`config.mk`:
```
export PLATFORM = sky130hd
export DESIGN_NAME = hazard_scoreboard
export DESIGN_NICKNAME = d
export VERILOG_FILES = /design/src/rtl/hazard_pkg.sv /design/src/rtl/hazard_scoreboard_entry.sv /design/src/rtl/hazard_scoreboard.sv
export SDC_FILE = /design/constraint.sdc
export NUM_CORES = 1
export LEC_CHECK = 0
export CORE_ASPECT_RATIO = 1.5
export CORE_UTILIZATION = 41
export CTS_CLUSTER_DIAMETER = 40
export DETAILED_ROUTE_END_ITERATION = 10
export PLACE_DENSITY = 0.63
export SYNTH_ARGS = -nofsm -noshare
export SYNTH_HDL_FRONTEND = slang
export SYNTH_HIERARCHICAL = 1
export SYNTH_SLANG_ARGS = --single-unit
```
`constraint.sdc`:
```
create_clock -name clk -period 3.5 [get_ports clk]
set_input_delay 0.7 -clock clk [delete_from_list [all_inputs] [get_ports clk]]
set_output_delay 0.7 -clock clk [all_outputs]
set_load 0.01 [all_outputs]
```
`src/rtl/hazard_pkg.sv`:
```
// Shared definitions for the decode-stage hazard scoreboard.
//
// Holds the default index/latency widths, the latency codes used by the
// issue logic for each producer class, and the hardwired zero register index.
// Nothing in here has ports; it is imported by hazard_scoreboard and
// scoreboard_entry.
package hazard_pkg;

  // Default widths: 32 architectural registers, latencies up to 7 cycles.
  localparam int REG_W_DEF = 5;
  localparam int LAT_W_DEF = 3;

  // Cycles from issue until the producer's result can be forwarded.
  // A value of 0 means the result is forwardable the very next cycle, so the
  // destination is never marked busy.
  localparam int LAT_ALU       = 0;
  localparam int LAT_LOAD      = 1;
  localparam int LAT_MUL       = 3;
  localparam int LAT_LOAD_MISS = 6;

  // Register 0 reads as zero and is never a real producer or consumer.
  localparam int ZERO_REG = 0;

  typedef logic [REG_W_DEF-1:0] reg_idx_t;
  typedef logic [LAT_W_DEF-1:0] lat_t;

  // Producer classes the issue logic maps onto the latency codes above.
  typedef enum logic [1:0] {
    PROD_ALU       = 2'd0,
    PROD_LOAD      = 2'd1,
    PROD_MUL       = 2'd2,
    PROD_LOAD_MISS = 2'd3
  } prod_class_e;

  // Latency code for a producer class at the default latency width.
  function automatic lat_t class_lat(input prod_class_e cls);
    lat_t lat;
    case (cls)
      PROD_LOAD:      lat = lat_t'(LAT_LOAD);
      PROD_MUL:       lat = lat_t'(LAT_MUL);
      PROD_LOAD_MISS: lat = lat_t'(LAT_LOAD_MISS);
      default:        lat = lat_t'(LAT_ALU);
    endcase
    return lat;
  endfunction

endpackage

```
`src/rtl/hazard_scoreboard_entry.sv`:
```
// One scoreboard entry: a countdown of cycles until the register's pending
// result becomes forwardable.
//
// Ports:
//   clk       in   rising-edge clock
//   reset     in   asynchronous active-low reset, clears the countdown
//   freeze    in   global pipeline freeze; countdown holds, no load accepted
//   load      in   a new producer for this register issues this cycle
//   load_lat  in   latency of that producer (0 = not busy)
//   busy      out  countdown nonzero: consumers must stall
module scoreboard_entry
  import hazard_pkg::*;
#(
  parameter int LAT_W = LAT_W_DEF
) (
  input  logic             clk,
  input  logic             reset,
  input  logic             freeze,
  input  logic             load,
  input  logic [LAT_W-1:0] load_lat,
  output logic             busy
);

  logic [LAT_W-1:0] cnt;

  // Load beats decrement so the newest producer's latency always wins,
  // even when it is shorter than what was still outstanding (WAW).
  always_ff @(posedge clk or negedge reset) begin
    if (!reset) begin
      cnt <= '0;
    end else if (!freeze) begin
      if (load) begin
        cnt <= load_lat;
      end else if (cnt != '0) begin
        cnt <= cnt - LAT_W'(1);
      end
    end
  end

  assign busy = (cnt != '0);

endmodule

```
`src/rtl/hazard_scoreboard.sv`:
```
// Decode-stage hazard scoreboard.
//
// Tracks, per architectural register, how many cycles remain before the
// in-flight producer's result can be forwarded. The instruction sitting in
// IF/ID is held (PC and IF/ID not written, bubble injected into ID/EX) while
// any of its used sources is still pending.
//
// Ports:
//   clk           in   rising-edge clock
//   reset         in   asynchronous active-low reset
//   src_idx       in   source register indices of IF/ID instruction, src0 in LSBs
//   src_used      in   per-source valid
//   issue_valid   in   ID/EX accepts a new instruction this cycle
//   issue_we      in   that instruction writes a register
//   issue_rd      in   its destination register
//   issue_lat     in   its latency until forwardable (0 = ALU)
//   pipe_freeze   in   global memory stall; all state holds
//   kill          in   squash of the issuing instruction
//   write_pc      out  PC write enable
//   write_ifid    out  IF/ID write enable
//   flush_ctrl    out  zero the control bits going into ID/EX
//   busy_vec      out  per-register pending flags
//   stall_cycles  out  saturating count of unfrozen hazard cycles
//
// The hazard does not gate issue internally: the datapath presents the bubble
// (issue_valid=0 or issue_we=0) while flush_ctrl is high.
module hazard_scoreboard
  import hazard_pkg::*;
#(
  parameter int NUM_REGS = 32,
  parameter int REG_W    = REG_W_DEF,
  parameter int NUM_SRC  = 2,
  parameter int LAT_W    = LAT_W_DEF,
  parameter int PERF_W   = 32
) (
  input  logic                     clk,
  input  logic                     reset,
  input  logic [NUM_SRC*REG_W-1:0] src_idx,
  input  logic [NUM_SRC-1:0]       src_used,
  input  logic                     issue_valid,
  input  logic                     issue_we,
  input  logic [REG_W-1:0]         issue_rd,
  input  logic [LAT_W-1:0]         issue_lat,
  input  logic                     pipe_freeze,
  input  logic                     kill,
  output logic                     write_pc,
  output logic                     write_ifid,
  output logic                     flush_ctrl,
  output logic [NUM_REGS-1:0]      busy_vec,
  output logic [PERF_W-1:0]        stall_cycles
);

  // Counter increment that sticks at all-ones instead of wrapping.
  function automatic logic [PERF_W-1:0] sat_inc(input logic [PERF_W-1:0] v);
    return (&v) ? v : v + PERF_W'(1);
  endfunction

  logic               issue_rec;
  logic [NUM_SRC-1:0] src_hit;
  logic               hazard;

  // Writes to the zero register and squashed issues leave no trace.
  assign issue_rec = issue_valid && issue_we && !kill &&
                     (issue_rd != REG_W'(ZERO_REG));

  // Register 0 has no storage and is never pending.
  assign busy_vec[ZERO_REG] = 1'b0;

  // Issue stage: per-register countdown entries
  for (genvar r = 1; r < NUM_REGS; r++) begin : g_entry
    logic load_en;
    assign load_en = issue_rec && (issue_rd == REG_W'(r));

    scoreboard_entry #(
      .LAT_W (LAT_W)
    ) u_entry (
      .clk      (clk),
      .reset    (reset),
      .freeze   (pipe_freeze),
      .load     (load_en),
      .load_lat (issue_lat),
      .busy     (busy_vec[r])
    );
  end

  // Decode stage: compare each used source against the pending set.
  // Starting r at 1 keeps a source of register 0 from ever matching.
  always_comb begin
    src_hit = '0;
    for (int i = 0; i < NUM_SRC; i++) begin
      for (int r = 1; r < NUM_REGS; r++) begin
        if (src_used[i] && (src_idx[i*REG_W +: REG_W] == REG_W'(r)) && busy_vec[r]) begin
          src_hit[i] = 1'b1;
        end
      end
    end
  end

  // Several sources naming the same busy register still yield one hazard.
  assign hazard     = |src_hit;
  assign write_pc   = !hazard;
  assign write_ifid = !hazard;
  assign flush_ctrl = hazard;

  // Frozen cycles are memory stalls, not hazard stalls, so they are not counted.
  always_ff @(posedge clk or negedge reset) begin
    if (!reset) begin
      stall_cycles <= '0;
    end else if (!pipe_freeze && hazard) begin
      stall_cycles <= sat_inc(stall_cycles);
    end
  end

endmodule

```
### After elaboration in Yosys (flattened, before gate mapping)

Cells that the tools add are included.

* add/subtract/negate cells: 32
* equality and inequality tests: 93
* multiplexer cells: 124
* bitwise gates (word level): 2
* reductions and logical operators: 259

Operators with widths (count)
* equality test 5 bit (second input constant): 48
* 2-to-1 mux 3 bit: 62
* logical AND 1 bit: 159
* equality test 5 x 4 -> 1 bit (second input constant): 24
* nonzero test 3 bit: 31
* subtractor 3 x 1 -> 3 bit (second input constant): 31
* AND reduction 2 bit: 32
* 2-to-1 mux 1 bit: 62
* nonzero test 2 bit: 31
* equality test 5 x 3 -> 1 bit (second input constant): 12
* adder 32 x 1 -> 32 bit (second input constant): 1
* AND reduction 32 bit: 1
* equality test 5 x 2 -> 1 bit (second input constant): 6
* equality test 5 x 1 -> 1 bit (second input constant): 3
* nonzero test 5 bit: 1
* zero test 1 bit: 3
* NOT 1 bit: 2
* OR reduction 2 bit: 1

* register bits after elaboration: 125
* bits of input ports: 26
* output and inout bits: 67
* logic and storage cells: 542

### Depth between registers and ports, before layout

Gate-level depths: netlist of the first run.

* depth in word-level cells: 37
* depth in mapped cells: 11
* gate-level depth less buffers: 10

### By module

Netlist of the first run, hierarchy kept.

Modules (own cells, without submodules)
* scoreboard_entry: instances 31, cells an instance 21, area each 211.5 µm², sequential area each 75.1 µm²
* hazard_scoreboard: instances 1, cells an instance 295, area each 2581.2 µm², sequential area each 800.8 µm²

### Worst setup path after synthesis of the first run

No wires, ideal clock.

* path kind: input-to-output
* start: in src_idx[8]
* end: out write_pc
* arrival time: 2.593 ns
* required time: 2.800 ns
* path slack: 0.207 ns
* stages on the path: 8
* path buffers: 3
* cells stage by stage: clkbuf_1 -> mux4_2 -> a32o_1 -> o221ai_1 -> o311ai_4 -> buf_6 -> inv_1 -> buf_4

* word-level cells in the longest chain between the ends: 36
* elaborated cells on any way between the ends: 126
* classes of those cells: eq/ne (31); mux (31); reduce/logical (64)

Ends and longest elaborated chain
* start, declared: RTL line hazard_scoreboard.sv:38 `input logic [NUM_SRC*REG_W-1:0] src_idx,`
* equality test 5 x 1 -> 1 bit: RTL line hazard_scoreboard.sv:92 `if (src_used[i] && (src_idx[i*REG_W +: REG_W] == REG_W'(r)) && busy_vec[r]) begin`
* logical AND 1 bit (2 in series): RTL line hazard_scoreboard.sv:92
* 2-to-1 mux 1 bit (30 in series): RTL line hazard_scoreboard.sv:92
* 2-to-1 mux 1 bit *: RTL line hazard_scoreboard.sv:92
* OR reduction 2 bit *: RTL line hazard_scoreboard.sv:100 `assign hazard = |src_hit;`
* via flush_ctrl: RTL line hazard_scoreboard.sv:48 `output logic flush_ctrl,`
* zero test 1 bit *
* end, declared: RTL line hazard_scoreboard.sv:46 `output logic write_pc,`

The timed path passes the listed nets; every way through them passes the cells marked *.

### Final worst setup path of the first run

* start: in src_idx[5]
* end: out flush_ctrl

* word-level cells in the longest chain between the ends: 35
* elaborated cells on any way between the ends: 125
* classes of those cells: eq/ne (31); mux (31); reduce/logical (63)

Ends and longest elaborated chain (RTL line)
* equality test 5 x 1 -> 1 bit: hazard_scoreboard.sv:92
* logical AND 1 bit (2 in series): hazard_scoreboard.sv:92
* 2-to-1 mux 1 bit (30 in series): hazard_scoreboard.sv:92
* 2-to-1 mux 1 bit *: hazard_scoreboard.sv:92
* OR reduction 2 bit *: hazard_scoreboard.sv:100
* end, declared: hazard_scoreboard.sv:48

Mark *: on every way between the ends. The rest lies on a longest branch, timed or not.

==> results of run 1 <==
through the flow:
stage / utilization, % / setup slack [ns] / hold slack, ns
6_report: 51.78 / 0.09430 / 0.3667
5_1_grt: 51.78 / 0.01360 / 0.4216
4_1_cts: 51.38 / 0.002495 / 0.3846
3_5_place_dp: 48.26 / -0.3918 / 0.4735
3_3_place_gp: 48.26 / -0.3626 / 0.4707
2_1_floorplan: - / 0.2065 / 0.4044
registers in the layout (all words and copies together), names as in the netlist:
signal and cells:
g_entry.u_entry/cnt 93, stall_cycles 32
worst reg2reg max path: stages (launching register included):
cell	delay [ns]
sky130_fd_sc_hd__dfrtp_1	0.37
sky130_fd_sc_hd__inv_1	0.07
sky130_fd_sc_hd__ha_2	0.22
sky130_fd_sc_hd__nand2b_4	0.07
sky130_fd_sc_hd__mux2i_1	0.06
sky130_fd_sc_hd__mux2_4	0.26
sky130_fd_sc_hd__o2111a_1	0.24
sky130_fd_sc_hd__o221a_1	0.29
sky130_fd_sc_hd__o311ai_4	0.34
sky130_fd_sc_hd__buf_4	0.40
sky130_fd_sc_hd__nand2_2	0.10
sky130_fd_sc_hd__mux2_1	0.33
path summary, 6_finish.rpt:
check / start / endpoint / slack, ns
setup / recovery: src_idx[5] / flush_ctrl / 0.09
hold / removal: reset / stall_cycles[0] / 0.37
setup reg to reg: g_entry[7].u_entry/cnt[0] / stall_cycles[1] / 0.63
hold reg to reg: g_entry[14].u_entry/cnt[1] / g_entry[14].u_entry/cnt[1] / 0.48
max in group asynchronous: reset / g_entry[1].u_entry/cnt[1] / 2.43
min in group clk: g_entry[14].u_entry/cnt[1] / g_entry[14].u_entry/cnt[1] / 0.48
layout make-up:
cell class / instances / share of cell area (%)
Sequential cell: 125 / 27.71
Inverter: 98 / 3.259
Timing Repair Buffer: 123 / 10.57
Clock buffer: 18 / 3.802
Clock inverter: 14 / 1.618
Tap cell: 272 / 3.015
Multi-Input combinational cell: 703 / 50.02
cell families (layout without fill, tap and decap cells):
| logic type | Yosys count | count (layout) |
|---|---|---|
| simple gates | 315 | 315 |
| compound gates | 275 | 275 |
| flops | 125 | 125 |
| buf+inv | 118 | 253 |
| fa+ha+maj | 63 | 63 |
| xor+xnor | 31 | 31 |
| mux | 18 | 18 |
| other cells | 1 | 1 |
synth_stat cells, types with 5 or more instances:
| master | n |
|---|---|
| sky130_fd_sc_hd__o2bb2ai_1 | 62 |
| sky130_fd_sc_hd__mux2_2 | 6 |
| sky130_fd_sc_hd__dfrtp_1 | 125 |
| sky130_fd_sc_hd__a22oi_1 | 63 |
| sky130_fd_sc_hd__o21ai_0 | 5 |
| sky130_fd_sc_hd__nor4b_2 | 31 |
| sky130_fd_sc_hd__nand4_1 | 10 |
| sky130_fd_sc_hd__mux4_2 | 6 |
| sky130_fd_sc_hd__nand3_1 | 25 |
| sky130_fd_sc_hd__nand2b_4 | 31 |
| sky130_fd_sc_hd__nor2_1 | 97 |
| sky130_fd_sc_hd__nor3_1 | 13 |
| sky130_fd_sc_hd__ha_1 | 63 |
| sky130_fd_sc_hd__clkbuf_1 | 9 |
| sky130_fd_sc_hd__and3b_1 | 31 |
| sky130_fd_sc_hd__and3_1 | 9 |
| sky130_fd_sc_hd__o21bai_1 | 31 |
| sky130_fd_sc_hd__o21ai_1 | 31 |
| sky130_fd_sc_hd__inv_1 | 98 |
| sky130_fd_sc_hd__nand3b_1 | 9 |
| sky130_fd_sc_hd__a21oi_1 | 63 |
| sky130_fd_sc_hd__nand2_1 | 30 |
| sky130_fd_sc_hd__nor2b_1 | 7 |
| sky130_fd_sc_hd__xnor2_1 | 30 |
layer usage:
layer | track usage, % | up-vias | wire length, um
li1 | - | 3714 | -
met1 | 26.33 | 3728 | 10200
met2 | 37.80 | 151 | 11750
met3 | 4.403 | 32 | 923
met4 | 8.145 | 0 | 521
met5 | 0 | - | 0
where the power goes:
part	switching [mW]	total, mW	internal [mW]
logic	2.21	4.52	2.30
registers	0.511	2.56	2.05
clock network	0.732	1.87	1.13
what timing repair did:
item | CTS | global route
setup endpoints to repair | 3 | 3
cloned | 0 | 0
gates resized for setup | 23 | 22
pin swaps | 5 | 6
setup buffers | 3 | 2
hold buffers | 0 | 0
==> impl_summary.txt, run 1 <==
----------------------------------------------------
[Global route]
  Global-route wire length before repair ... 38.55 mm
  Total routing usage reported by global routing ... 21.86%
  Maximum number of pins on one net before global-route repair ... 97
  Remaining global-route overflow ... 0
  Antenna violations before repair ... 0
  Vias in the first global route ... 7561

[CTS]
  Clock-pin slew on the worst setup and hold paths ... 0.06 ns
  Worst-case clock buffer depth ... 2
  H-tree depth reported by CTS ... 4
  Master cell of the clock root buffer ... sky130_fd_sc_hd__clkbuf_16
  CTS sink count ... 125
  Clock Latency Late Sink ... 0.43 ns
  Clock buffer count from CTS ... 17
  TritonCTS clock tree ... done

[Layout]
  Number of fillers in the final layout ... 2051
  Number of nets at the end of the flow ... 1157
  Sequential Area ... 3128 um^2
  Cell area after layout ... 11290 um^2
  Commonest non-fill, non-tap cell in the layout ... sky130_fd_sc_hd__dfrtp_1
  Fraction of layout cells with a size suffix above 1 ... 15.91%
  Commonest non-fill, non-tap cells in the layout ... sky130_fd_sc_hd__dfrtp_1, sky130_fd_sc_hd__nor2_1, sky130_fd_sc_hd__inv_1, sky130_fd_sc_hd__clkdlybuf4s50_1
  Final antenna diode count ... 0
  Area added between synthesis and finish ... 23.55%
  Filler-free cell count of the finished design ... 1353
  Area taken by multi-input logic gates ... 5647 um^2

[STA]
  Fin crit share ... 97.31%
  Final setup TNS ... 0 ns
  Final Skew ... 0.009383 ns
  Post-layout minimum cycle time ... 3.406 ns
  Max Fclk ... 293.6 MHz
  Max-slew violations ... 0
  Max-slew headroom ... 43.65%
  Final-report hold violation count ... 0
  Slew at the pin closest to its max-slew limit ... 0.8453 ns
  Count of final setup violators ... 0
  RSZ-0062 raised after global routing ... false

[Synthesis]
  Compound-Gate Fraction of Synth Area ... 21.21%
  Number of flops mapped to enable cells by yosys ... 0
  Largest cells by area after synthesis ... sky130_fd_sc_hd__dfrtp_1, sky130_fd_sc_hd__ha_1, sky130_fd_sc_hd__o2bb2ai_1
  YS warnings ... 6
  Arithmetic-cell share of the synthesized area counting full adders, half adders and majority gates ... 8.628%
  Share of synthesized area occupied by flip-flops and latches ... 34.24%
  Parity-gate share of the synthesized area counting xor and xnor cells ... 2.972%
  Number of library cell types mapped by synthesis ... 59
  Biggest area consumer among synthesized cells ... sky130_fd_sc_hd__dfrtp_1
  Average instance area after synthesis ... 9.658 um^2
  Synthesized Nets ... 1035
  Flops & latches, synth ... 125
  Synth top area share ... 34.24%
  Post-synthesis cell count ... 946
  Portion of netlist area occupied by mux cells ... 2.944%
  Area fraction in and, or, nand and nor cells after synthesis ... 24.65%
  Main combinational cell family by area after synthesis ... simple AND/OR/NAND/NOR gates
  Post-synthesis instance area ... 9136 um^2
  Predominant post-synthesis flop cell ... sky130_fd_sc_hd__dfrtp_1
  Post-synthesis async set-or-reset flop share ... 100.0%

[Floorplan]
  IO Count ... 93
  Total core area ... 21800 um^2
  Chip height ... 184.8 um
  Die area ... 22900 um^2
  Number of cell rows ... 66
  DIE WIDTH ... 123.9 um
  Effective utilization at floorplan ... 41.91%

[Route]
  Routed Antenna Nets ... 0
  Count of vias placed by the detailed router ... 7625
  Post-Route WL ... 23.39 mm
  Wire length per cell after detailed routing ... 17.29 um
  Vias per cell ... 5.636
  Number of DRC markers in iteration 0 ... 466
  DRC viols ... 0
  1st-pass router iterations ... 5

[Power]
  Power density over the cells ... 792.1 nW/um^2
  Static leakage ... 4.956 nW
  Total Power Consumption ... 8.942 mW
  Peak supply drop ... 0.0003741 V

[Setup path]
  Library cell contributing the largest single delay on the critical path ... sky130_fd_sc_hd__clkdlybuf4s50_1
  CP Max Fanout ... 3
  Cells along the critical path ... clkdlybuf4s50_1 > nor2b_1 > mux4_2 > a32o_1 > o221ai_2 > o311ai_4 > clkdlybuf4s15_1
  Arrival time worst endpoint ... 2.71 ns
  Endpoint type of the worst setup path ... output pin
  Combined buffer and inverter count along the critical path ... 2
  CP startpoint kind ... primary input
  Number of cells on the worst reg-to-reg path ... 11
  Type of the setup path with the least slack ... primary input to output pin
  Kind of cell with the highest combined delay on the critical path ... buffers and inverters
  Required time at the worst-slack endpoint ... 2.80 ns
  Critical path's largest stage delay ... 0.53 ns
  Depth of the critical timing path with buffers and inverters included ... 7

[Placed design]
  Post-placement cell count ... 1316
  Detailed-placement wirelength estimate ... 15.76 mm
  Number of port buffers ... 91
  Final GP Congestion ... 0.8648
  Area of placed instances ... 10520 um^2

[Min path]
  Path type of the worst min-delay path ... primary input to async pin

[Run status]
  Status ... completed

[Run]
  Total of max-cap violations ... 0

----------------------------------------------------
Note: power is estimated with default switching activity, not from simulation.
==> inputs of run 2 (changes only) <==
- PLACE_DENSITY: 0.63 -> unset
==> run 2 against run 1 <==
Net effect:
- combinational power down 2%
- clock skew rose by 0.0026 ns
- critical path depth unchanged
- first-iteration DRC count fell by 18%
- critical path type unchanged
- die area stayed put
- critical endpoint is now write_ifid
- setup slack worse by 0.0050 ns
- utilization is 0.39 points lower
==> impl_summary.txt, run 2 (same netlist as run 1, synthesis figures left out) <==
----------------------------------------------------
[Placed design]
  Number of port buffers ... 91 (unchanged)
  Detailed-placement wirelength estimate ... 16.14 mm (+2.4%)
  Final GP Congestion ... 0.8182 (-5.4%)
  Pre-CTS worst setup slack ... -0.3315 ns (+0.06033 ns)

[Power]
  Register share of total power ... 28.8% (+0.2 points)
  Internal power summed over all cells ... 5.437 mW (-0.89%)
  Static leakage ... 4.940 nW (-0.33%)
  Logic pwr share ... 50.1% (-0.4 points)
  Portion of total power attributed to the clock network ... 21.2% (+0.3 points)
  Net switching power of the design ... 3.416 mW (-1.2%)
  Peak supply drop ... 0.0003388 V (-9.4%)
  Power density over the cells ... 790.2 nW/um^2 (-0.24%)
  Share of total power consumed by net switching ... 38.58% (-0.064 points)

[STA]
  Worst Setup Slack, final ... 0.08932 ns (-0.004981 ns)
  Minimum hold slack ... 0.2714 ns (-0.09527 ns)
  Count of final setup violators ... 0 (unchanged)
  Slew at the pin closest to its max-slew limit ... 0.8376 ns (-0.007670 ns)
  Max-slew headroom ... 44.16% (+0.51 points)
  Final Skew ... 0.01194 ns (+0.002558 ns)
  Max Fclk ... 293.2 MHz (-0.15%)
  Max-slew violations ... 0 (unchanged)
  Final-report hold violation count ... 0 (unchanged)
  Post-layout minimum cycle time ... 3.411 ns (+0.004981 ns)
  Fin crit share ... 97.45% (+0.14 points)
  RSZ-0062 raised after global routing ... false

[Setup path]
  Library cell contributing the largest single delay on the critical path ... sky130_fd_sc_hd__clkdlybuf4s50_1
  CP Max Fanout ... 3 (unchanged)
  Cells along the critical path ... clkdlybuf4s50_1 > mux2_4 > o2111a_1 > o221a_1 > o311ai_4 > inv_1 > clkbuf_2
  Number of cells on the worst reg-to-reg path ... 11 (unchanged)
  Combined buffer and inverter count along the critical path ... 3 (+1)
  Type of the setup path with the least slack ... primary input to output pin
  Arrival time worst endpoint ... 2.71 ns (about the same)
  Kind of cell with the highest combined delay on the critical path ... compound AO/OA/AOI/OAI gates
  Required time at the worst-slack endpoint ... 2.80 ns (about the same)
  Endpoint type of the worst setup path ... output pin
  Depth of the critical timing path with buffers and inverters included ... 7 (unchanged)
  CP startpoint kind ... primary input
  Critical path's largest stage delay ... 0.54 ns (about the same)

[Layout]
  Number of nets at the end of the flow ... 1158 (+0.086%)
  Register name with the most flops ... g_entry.u_entry/cnt
  Number of flip-flops under the largest register name ... 93 (unchanged)
  Fraction of layout cells with a size suffix above 1 ... 15.43% (-0.48 points)
  Commonest non-fill, non-tap cell in the layout ... sky130_fd_sc_hd__dfrtp_1
  Area added between synthesis and finish ... 22.62%
  Top flop regs ... g_entry.u_entry/cnt (93), stall_cycles (32)
  Commonest non-fill, non-tap cells in the layout ... sky130_fd_sc_hd__dfrtp_1, sky130_fd_sc_hd__nor2_1, sky130_fd_sc_hd__inv_1, sky130_fd_sc_hd__clkdlybuf4s50_1

[CTS]
  Clock Latency Late Sink ... 0.43 ns (about the same)
  Clock buffer count from CTS ... 17 (unchanged)
  Master cell of the clock root buffer ... sky130_fd_sc_hd__clkbuf_16
  H-tree depth reported by CTS ... 4 (unchanged)
  Clock-pin slew on the worst setup and hold paths ... 0.06 ns (about the same)
  CTS sink count ... 125 (unchanged)
  TritonCTS clock tree ... done
  Worst-case clock buffer depth ... 2 (unchanged)

[Global route]
  Remaining global-route overflow ... 0 (unchanged)
  Vias in the first global route ... 7402 (-2.1%)
  Total routing usage reported by global routing ... 21.96% (+0.10 points)
  Global-route wire length before repair ... 38.67 mm (+0.32%)
  Antenna violations before repair ... 2 (+2)
  Maximum number of pins on one net before global-route repair ... 96 (-1.0%)

[Floorplan]
  IO Count ... 93 (unchanged)
  Chip height ... 184.8 um (unchanged)
  Die area ... 22900 um^2 (unchanged)
  Effective utilization at floorplan ... 41.91% (unchanged)
  Number of cell rows ... 66 (unchanged)
  DIE WIDTH ... 123.9 um (unchanged)
  Total core area ... 21800 um^2 (unchanged)

[Route]
  Count of vias placed by the detailed router ... 7609 (-0.21%)
  Post-Route WL ... 23.56 mm (+0.71%)
  Routed Antenna Nets ... 0 (unchanged)
  Number of DRC markers in iteration 0 ... 381 (-18%)
  Vias per cell ... 5.615 (-0.36%)
  DRC viols ... 0 (unchanged)
  Wire length per cell after detailed routing ... 17.39 um (+0.56%)
  1st-pass router iterations ... 5 (unchanged)

[Run]
  Total of max-cap violations ... 0 (unchanged)

[Min path]
  Path type of the worst min-delay path ... primary input to async pin

[Run status]
  Status ... completed

----------------------------------------------------
run 2: cell count changes in the layout (fill, tap and decap cells not counted), sizes merged, moves of 2 or more:
cell           previous run  this run
clkbuf                   18        21
clkdlybuf4s50            80        83
clkinv                    2         4
dlygate4sd2               4         2
run 2: stage by stage:
step | util, % | instances | cell area [um^2] | setup TNS (ns) | total power [mW]
global placement | 48.28 | 1320 | 10530 | -0.9293 | 6.868
global route | 51.39 | 1355 | 11200 | 0 | 9.602
CTS | 51.26 | 1352 | 11180 | -0.03395 | 8.924
floorplan | - | 946 | 9136 | 0 | 5.661
finish | 51.39 | 1355 | 11200 | 0 | 8.853
detailed placement | 48.28 | 1320 | 10530 | -0.9811 | 6.965
run 2: final timing paths:
check                                           startpoint                          to  slack, ns
worst max-delay path                            src_idx[1]                  write_ifid       0.09
worst min-delay path                                 reset             stall_cycles[0]       0.27
worst max register to register   g_entry[6].u_entry/cnt[0]             stall_cycles[1]       0.52
worst min register to register  g_entry[13].u_entry/cnt[1]  g_entry[13].u_entry/cnt[1]       0.48
max in group asynchronous                            reset  g_entry[15].u_entry/cnt[2]       2.42
min in group clk                g_entry[13].u_entry/cnt[1]  g_entry[13].u_entry/cnt[1]       0.48
run 2: worst reg2reg max path: cells and delay by family (launching register included):
kind,cells,cell delay [ns]
multiplexers,3,0.69
buffers and inverters,2,0.47
adder cells (fa/ha/maj),1,0.17
flip-flops,1,0.39
AO/OA/AOI/OAI,3,0.91
AND/OR/NAND/NOR,2,0.25
run 2: metal layers:
| layer | track usage, % | wire length [um] | vias up |
|---|---|---|---|
| li1 | - | - | 3715 |
| met4 | 7.470 | 385 | 2 |
| met3 | 4.372 | 1095 | 29 |
| met1 | 27.24 | 10290 | 3694 |
| met2 | 37.44 | 11780 | 169 |
| met5 | 0 | 9 | - |
run 2: layout make-up:
cell class	count	area (um^2)
multi-input cells	703	5580
fillers	2052	10600
inverters	98	367.9
flip-flops and latches	125	3128
repair buffers	124	1171
clock inverters	14	183.9
diodes	1	2.502
clock buffers	18	429.2
well taps	272	340.3
run 2: power groups by stage:
stage               registers [mW]  logic [mW]  clock network (mW)
finish                        2.55        4.43                1.87
global route                  2.64        4.99                1.98
CTS                           2.55        4.45                1.91
detailed placement            2.57        4.40                   0
global placement              2.56        4.31                   0
floorplan                     2.47        3.19                   0
run 2: timing repair:
action                     CTS  global route
setup endpoints to repair    3             3
pin swaps                    4             4
resized for setup           18            11
setup buffers                0             2
cloned                       0             0
hold buffers                 0             0
==> inputs of run 3 (changes only) <==
- CORE_UTILIZATION: 41 -> 58
- PLACE_DENSITY: unset -> 0.81
==> run 3 against run 2 <==
Net effect:
- critical path depth is 2 higher
- clock power is 5% lower
- global-route usage is 7.4 points higher
- power is 3.7% higher
- via count is 4.7% higher
- maximum frequency is 0.99% lower
- sequential share of layout area is 0.31 points lower
- clock-buffer cell count is 1 higher
- routed wire length is 0.59% higher
- worst hold slack better by 0.076 ns
==> impl_summary.txt, run 3 (same netlist as run 1, synthesis figures left out) <==
----------------------------------------------------
[Run status]
  Status ... completed

[STA]
  Count of final setup violators ... 0 (unchanged)
  Fin crit share ... 98.42% (+0.98 points)
  Final setup TNS ... 0 ns (unchanged)
  Final-report hold violation count ... 0 (unchanged)
  Max-slew violations ... 0 (unchanged)
  Max Fclk ... 290.3 MHz (-0.99%)
  Post-layout minimum cycle time ... 3.445 ns (+0.03418 ns)
  Final Skew ... 0.01041 ns (-0.001533 ns)
  Slew at the pin closest to its max-slew limit ... 0.8236 ns (-0.01402 ns)
  Max-slew headroom ... 45.10% (+0.93 points)
  Worst Setup Slack, final ... 0.05514 ns (-0.03418 ns)

[Floorplan]
  Effective utilization at floorplan ... 60.07% (+18 points)
  Number of cell rows ... 55 (-17%)
  DIE WIDTH ... 104.5 um (-16%)
  Chip height ... 155.7 um (-16%)
  IO Count ... 93 (unchanged)
  Die area ... 16270 um^2 (-29%)
  Total core area ... 15210 um^2 (-30%)

[CTS]
  Master cell of the clock root buffer ... sky130_fd_sc_hd__clkbuf_16
  Clock Latency Late Sink ... 0.42 ns (about the same)
  Number of buffers inserted by hold repair at cts ... 0 (unchanged)
  CTS sink count ... 125 (unchanged)
  H-tree depth reported by CTS ... 4 (unchanged)
  Clock buffer count from CTS ... 17 (unchanged)
  Clock-pin slew on the worst setup and hold paths ... 0.06 ns (about the same)
  Worst-case clock buffer depth ... 2 (unchanged)
  TritonCTS clock tree ... done

[Power]
  Power density over the cells ... 810.2 nW/um^2 (+2.5%)
  Peak supply drop ... 0.0004618 V (+36%)
  Static leakage ... 5.010 nW (+1.4%)
  Total Power Consumption ... 9.180 mW (+3.7%)

[Layout]
  Fraction of layout cells with a size suffix above 1 ... 18.54% (+3.1 points)
  Number of nets at the end of the flow ... 1171 (+1.1%)
  Sequential Area ... 3128 um^2 (unchanged)
  Area taken by multi-input logic gates ... 5690 um^2 (+2.0%)
  Register name with the most flops ... g_entry.u_entry/cnt
  Top flop regs ... g_entry.u_entry/cnt (93), stall_cycles (32)
  Number of flip-flops under the largest register name ... 93 (unchanged)
  Commonest non-fill, non-tap cell in the layout ... sky130_fd_sc_hd__dfrtp_1
  Commonest non-fill, non-tap cells in the layout ... sky130_fd_sc_hd__dfrtp_1, sky130_fd_sc_hd__nor2_1, sky130_fd_sc_hd__inv_1, sky130_fd_sc_hd__clkdlybuf4s50_1
  Area added between synthesis and finish ... 24.01%
  Number of fillers in the final layout ... 1073 (-48%)

[Route]
  Vias per cell ... 6.140 (+9.3%)
  DRC viols ... 0 (unchanged)
  1st-pass router iterations ... 5 (unchanged)
  Wire length per cell after detailed routing ... 18.27 um (+5.1%)
  Post-Route WL ... 23.70 mm (+0.59%)
  Number of DRC markers in iteration 0 ... 473 (+24%)
  Count of vias placed by the detailed router ... 7963 (+4.7%)
  Routed Antenna Nets ... 0 (unchanged)

[Setup path]
  Arrival time worst endpoint ... 2.74 ns (+0.03 ns)
  CP startpoint kind ... flop
  Endpoint of the worst-slack reg-to-reg timing path ... stall_cycles[1]
  Cells along the critical path ... inv_1 > ha_1 > nand2b_4 > mux4_2 > a211oi_2 > o32a_1 > o311ai_4 > buf_6 > clkdlybuf4s15_2
  Number of cells on the worst reg-to-reg path ... 12 (+1)
  Type of the setup path with the least slack ... flop to output pin
  Reg2Reg Setup Slack ... 0.54 ns (+0.02 ns)
  Kind of cell with the highest combined delay on the critical path ... compound AO/OA/AOI/OAI gates
  Startpoint of the lowest-slack register-to-register path ... g_entry[19].u_entry/cnt[0]
  Combined buffer and inverter count along the critical path ... 3 (unchanged)
  CP Max Fanout ... 6 (+3)
  Critical path's largest stage delay ... 0.50 ns (-0.04 ns)
  Worst Setup SP ... g_entry[29].u_entry/cnt[0]
  Required time at the worst-slack endpoint ... 2.80 ns (about the same)
  Endpoint type of the worst setup path ... output pin
  Depth of the critical timing path with buffers and inverters included ... 9 (+2)
  Crit path capture ... flush_ctrl
  Library cell contributing the largest single delay on the critical path ... sky130_fd_sc_hd__mux4_2

[Global route]
  Vias in the first global route ... 7841 (+5.9%)
  Global-route wire length before repair ... 38.14 mm (-1.4%)
  Antenna violations before repair ... 3 (+1)
  Maximum number of pins on one net before global-route repair ... 184 (+92%)
  Remaining global-route overflow ... 0 (unchanged)
  Total routing usage reported by global routing ... 29.39% (+7.4 points)

[Min path]
  Path type of the worst min-delay path ... primary input to async pin

[Placed design]
  Number of port buffers ... 91 (unchanged)
  Final GP Congestion ... 0.8639 (+5.6%)
  Pre-CTS worst setup slack ... -0.3492 ns (-0.01778 ns)
  Detailed-placement wirelength estimate ... 15.48 mm (-4.1%)

[Run]
  Total of max-cap violations ... 0 (unchanged)

----------------------------------------------------
-- run 3: cell types whose count changed in the layout (fill, tap and decap cells not counted), moves of 3 or more --
cell,change
sky130_fd_sc_hd__clkdlybuf4s50_1,-5
sky130_fd_sc_hd__inv_6,-4
sky130_fd_sc_hd__buf_4,+10
sky130_fd_sc_hd__clkinv_2,+3
sky130_fd_sc_hd__dlygate4sd2_1,+4
sky130_fd_sc_hd__inv_2,+13
sky130_fd_sc_hd__ha_4,+8
sky130_fd_sc_hd__inv_1,-13
sky130_fd_sc_hd__clkbuf_2,-3
sky130_fd_sc_hd__ha_1,-9
sky130_fd_sc_hd__buf_6,+3
-- run 3: area by class of cell --
type                    instances  area share [%]
multi-input cells             703           50.23
flip-flops and latches        125           27.61
repair buffers                137           11.42
clock buffers                  19           3.998
inverters                      98           3.247
well taps                     199           2.198
clock inverters                13           1.237
diodes                          3         0.06626
-- run 3: how the worst min path moves through the flow --
stage,to,cells past startpoint,slack [ns],startpoint
floorplan,g_entry[10].u_entry/cnt[0],0,0.40,reset
global placement,g_entry[10].u_entry/cnt[1],1,0.47,g_entry[10].u_entry/cnt[1]
detailed placement,g_entry[13].u_entry/cnt[1],1,0.47,g_entry[13].u_entry/cnt[1]
CTS,g_entry[28].u_entry/cnt[1],1,0.37,reset
global route,g_entry[28].u_entry/cnt[1],1,0.40,reset
finish,g_entry[28].u_entry/cnt[1],1,0.35,reset
-- run 3: power breakdown --
part | switching, mW | internal (mW) | total, mW
Sequential | 0.528 | 2.05 | 2.58
Combinational | 2.37 | 2.46 | 4.83
Clock | 0.686 | 1.09 | 1.77
-- run 3: per-stage QoR --
| stage | area, um^2 | cells | utilization (%) | hold WS, ns |
|---|---|---|---|---|
| 3_5_place_dp | 10400 | 1242 | 68.37 | 0.4733 |
| 2_1_floorplan | 9136 | 946 | - | 0.4044 |
| 5_1_grt | 11330 | 1296 | 74.48 | 0.4028 |
| 6_report | 11330 | 1297 | 74.50 | 0.3477 |
| 4_1_cts | 11120 | 1285 | 73.09 | 0.3745 |
| 3_3_place_gp | 10400 | 1242 | 68.37 | 0.4704 |
-- run 3: timing repair --
item                                    4_1_cts  5_1_grt
endpoints found under the hold margin         0        0
pin swaps                                     4        5
resized for setup                            23       43
endpoints found under the setup margin        3        3
gates cloned                                  0        0
setup buffers                                11        9
-- run 3: layer usage --
layer,up-vias,global-route usage [%],part of all wire [%]
met5,-,0,0
met3,51,5.597,5.4
met1,3898,33.90,40
met2,269,53.23,52
met4,0,11.77,2.6
li1,3745,-,-
